$ cat config.mk
export PLATFORM = sky130hd
export DESIGN_NAME = dice_sat_counter
export DESIGN_NICKNAME = d
export VERILOG_FILES = /design/src/rtl/dice_sat_counter.sv
export SDC_FILE = /design/constraint.sdc
export NUM_CORES = 1
export LEC_CHECK = 0
export CORE_AREA = 10 10 47 49
export DETAILED_ROUTE_END_ITERATION = 16
export DIE_AREA = 0 0 57 59
export PLACE_DENSITY = 0.7
export SLEW_MARGIN = 10
export SYNTH_ARGS = -nofsm -noshare
export SYNTH_HDL_FRONTEND = slang
export SYNTH_SLANG_ARGS = --single-unit
$ cat constraint.sdc
create_clock -name clk -period 2.3 [get_ports clk]
set_input_delay 0.46 -clock clk [delete_from_list [all_inputs] [get_ports clk]]
set_output_delay 0.46 -clock clk [all_outputs]
set_load 0.05 [all_outputs]
$ cat src/rtl/dice_sat_counter.sv
// Saturating up-counter with synchronous clear; holds at all-ones instead of wrapping.
module dice_sat_counter #(
    parameter int CNT_W = 8
) (
    input  logic             clk,
    input  logic             rst,
    input  logic             clr,
    input  logic             inc,
    output logic [CNT_W-1:0] count
);

    always_ff @(posedge clk or posedge rst) begin
        if (rst) begin
            count <= '0;
        end else if (clr) begin
            count <= '0;
        end else if (inc && (count != {CNT_W{1'b1}})) begin
            count <= count + 1'b1;
        end
    end

endmodule

# Yosys cells after proc, flatten, opt, wreduce, memory -nomap -nowiden

Index checks and enable logic that the tools add are counted.

Input port bits: 4
Bits in read-only memories: 0
Output and inout port bits: 8
Word-level logic and storage cells: 7
Bits in writable memories: 0
Register bits: 8
Bits in latches: 0
Memories: 0

Div/mod/pow operators: 0
Mux-type cells: 2
Bitwise gates (word level): 0
Order comparisons: 0
Shifts and indexed selects: 0
Reductions and logical operators: 2
Equality and inequality tests: 1
Multipliers: 0
Add/subtract/negate cells: 1

Operators by type and width:

| operator            | count |
|---|---|
| $mux 8              | 2 |
| $add 8x1->8 const B | 1 |
| $ne 8x8->1 const B  | 1 |
| $reduce_bool 2->1   | 1 |
| $logic_and 1x1->1   | 1 |

# Longest topological paths before layout

Gate-level depths: netlist of run 1.

Depth after elaboration: 4
Depth in mapped cells: 4
Gate-level depth less buffers: 4

# Worst setup path before layout of run 1

OpenSTA, ideal clock, no wires.

Kind: reg-to-reg
Start point: register count[0]
End point: register count[5]
Buffers on the path: 0
Period minus slack after synthesis: 1814 ps
Slack: 486 ps
Cell stages (with the launch flop): 5
Library setup time: 125 ps
Arrival: 1689 ps
Cells stage by stage: dfrtp_1 ha_1 and3_1 a211oi_2 mux2_4

Longest elaborated chain between the ends: 3
Elaborated cells between the ends (all ways): 6
Classes of those cells: add/sub (1); eq/ne (1); mux (2); reduce/logical (2)

RTL lines:

| item                                        | RTL line | source |
|---|---|---|
| start: declaration                          | 9        | `output logic [CNT_W-1:0] count` |
| start signal: assignment                    | 18       | `count <= count + 1'b1;` |
| $add 8x1->8 or $ne 8x8->1 (tied branches)   | 18, 17   |  |
| $mux 8 or $logic_and 1x1->1 (tied branches) | 17       | `end else if (inc && (count != {CNT_W{1'b1}})) begin` |
| $mux 8 or $reduce_bool 2->1 (tied branches) | -        |  |

Several ways; a longest one is shown, not always the timed one. The select of a mux whose other input is x is not followed.
A chain may end at the register's enable or synchronous reset.

# Final worst setup path of run 1

Start point: register count[7]
End point: output port count[7]

No word-level cell between the ends.

==> results of run 1 <==
cell usage in the layout (no fill, tap or decap):
cell type / netlist / layout
and2b_1: 1 / 1
ha_1: 1 / 1
nor2_1: 4 / 4
dfrtp_1: 8 / 8
a211oi_2: 1 / 1
and3_1: 1 / 1
clkdlybuf4s50_1: 0 / 11
clkbuf_4: 0 / 3
a21oi_1: 2 / 2
nand4b_1: 1 / 1
o21bai_1: 1 / 1
o311a_1: 1 / 1
o211a_1: 1 / 1
nand2_1: 4 / 4
and4_1: 1 / 1
nor3_1: 1 / 1
mux2_4: 4 / 4
nand2b_1: 1 / 1
inv_1: 2 / 2
nand3_1: 2 / 2
nand4_1: 2 / 2
a21boi_2: 1 / 1
nor2b_1: 4 / 4
mux2i_1: 1 / 1
a21oi_2: 2 / 2
stage by stage:
stage	cells	util, %
after floorplan	49	-
after global placement	74	44.2
after detailed placement	74	44.2
after CTS	77	45.8
after global routing	77	45.8
final	77	45.8
Yosys cell counts, types with 2 or more instances:
cell type / instances
a21oi_1: 2
dfrtp_1: 8
inv_1: 2
nor2b_1: 4
nand3_1: 2
a21oi_2: 2
mux2_4: 4
nand4_1: 2
nor2_1: 4
nand2_1: 4
final cells by class:
| type | count | area [µm²] |
|---|---|---|
| Fill cell | 140 | 759 |
| Multi-Input combinational cell | 37 | 282 |
| Sequential cell | 8 | 200 |
| Timing Repair Buffer | 11 | 110 |
| Clock buffer | 3 | 22.5 |
| Tap cell | 16 | 20.0 |
| Inverter | 2 | 7.51 |
kinds of logic after synthesis:
kind of cell             Yosys count
AO/OA/AOI/OAI                      9
adder cells (fa/ha/maj)            1
buffers and inverters              4
flip-flops                         8
multiplexers                       5
AND/OR/NAND/NOR                   22
power by group through the flow:
stage	logic, mW	registers [mW]	clock network [mW]
finish	0.0445	0.148	0.114
CTS	0.0453	0.149	0.121
detailed placement	0.0452	0.151	0
global placement	0.0439	0.151	0
global route	0.0485	0.149	0.124
floorplan	0.0166	0.162	0
final timing paths:
kind / startpoint / to / slack [ns] / cells past startpoint
setup / recovery: count[7] / count[7] / 0.28 / 1
hold / removal: rst / count[0] / 0.45 / 2
setup reg to reg: count[0] / count[5] / 0.65 / 4
hold reg to reg: count[1] / count[1] / 0.58 / 2
max in group asynchronous: rst / count[7] / 1.61 / 2
min in group clk: count[1] / count[1] / 0.58 / 2
layer usage:
metal / track usage, % / part of all wire [%]
met1: 7.50 / 41
met2: 10.9 / 47
met3: 3.22 / 8.1
met4: 8.05 / 4.1
met5: 0 / 0
==> run metrics, run 1 <==
yosys synthesis warning count 0; Synth area leader dfrtp_1; pin count of the biggest net entering global routing 11; Top Ports 12; port buffer count 11; clk buf depth 2; WP buf/inv 1; Logic pwr share between 10 and 15%; crit-path leading delay family buffers and inverters; die area 3360 µm²; Synth cell types 25; Biggest register count; DRT Pass-1 Iters 4; Mapped Nets 54; Worst-Skew Late Latency roughly 0.26 ns; critical setup path kind reg2out; Async SR Flop Fraction 100%; design area approximately 640 µm²; register area share after synthesis roughly two fifths; simple-gate area share of the yosys netlist a little under a quarter; dpl hpwl ~830 µm; Syn Inst Count 49; Synth Register Bits 8; sw frac 27.7%; Setup Skew 0.000992 ns; Worst-path clk slew 0.06 ns; Psw between 0.08 and 0.09 mW; routability congestion estimate roughly 0.86; CTS tree yes; Max Transition Viols Final 0; Synth area leaders dfrtp_1 (40%), mux2_4 (12%), nor2b_1 (5.0%); Max-slew headroom ~66%; biggest regs count x8; DP Area roughly 620 µm²; vias per inst 5.49; total number of vias 423; WHS 0.452 ns; Internal between 0.2 and 0.25 mW; status complete, no violations; post-route ant nets 0; H-tree levels 1; CP startpoint kind flop; Sequential Power Share ~48%; adder and majority gate portion of the synthesized area about 2.5%; floorplan die height approximately 60 µm; die width 57 µm; final setup fails 0; Iteration-0 DRC Markers 1; leak pwr ~0.29 nW; gr ovfl total 0; number of max-cap violations 0; initial antenna violation count 0; Hold Crit Class in2async; n_diodes 0; synthesized cell area just over 500 µm²; main combinational cell family by area after synthesis simple AND/OR/NAND/NOR gates; Main synth FF type dfrtp_1; Fmax between 400 and 500 MHz; Max VDD drop 0.247 mV; Final Net Count 68; post-layout min period between 2 and 2.5 ns; RSZ-0062 raised after global routing false; CP max FO 7; via count of the first global-routing pass between 400 and 500; EDFF count, synth 0; worst path arrival time ~1.6 ns; Pwr Total between 0.3 and 0.4 mW; Clock Sinks 8; critical path, cell by cell clkdlybuf4s50_1; DR WL/cell 14.5 µm; share of the synthesized area in the top cell type 39.7%; first-pass GRT wire length ~1.9 mm; CP Data Required Time between 1.5 and 2 ns; Mapped Avg Cell Area ~10 µm²; final hold vios 0; final worst setup slack roughly 0.28 ns; slowest CP cell clkdlybuf4s50_1; layout cell share with drive strength beyond 1 a little under a fifth; Post-CTS Resized 0; hold-fix buffers at CTS 0; post-synthesis compound-gate area fraction 15.6%; max reg flops 8; Setup Fix Bufs, Post-CTS 0; final WL ~1.1 mm; Post-Synth XOR/XNOR Area 0%; total negative setup slack 0 ns; endpoint class of the critical path primary output; final period utilization 87.7%; P per Cell Area between 400 and 500 nW/µm²; GRT Total Usage about 7.4%; initial core utilization a little over a third; dpl ws between 0.3 and 0.4 ns; core area 1400 µm²; cts bufs inserted 3; Slew @ Worst Pin 0.501 ns; Clk pwr share roughly 37%; CP peak stage delay between 0.8 and 0.9 ns; DR DRC count 0; post-synthesis mux area share 13.9%; Rows 14; synth-to-layout area growth 27.3%; root buf cell clkbuf_4
No activity file was read; power rests on OpenSTA's default activity.
==> run 2, diff against run 1 <==
Settings changed: CTS_CLUSTER_SIZE set to 12.
==> results of run 2 <==
The final DEF is identical to that of run 1; final timing and power are the same.
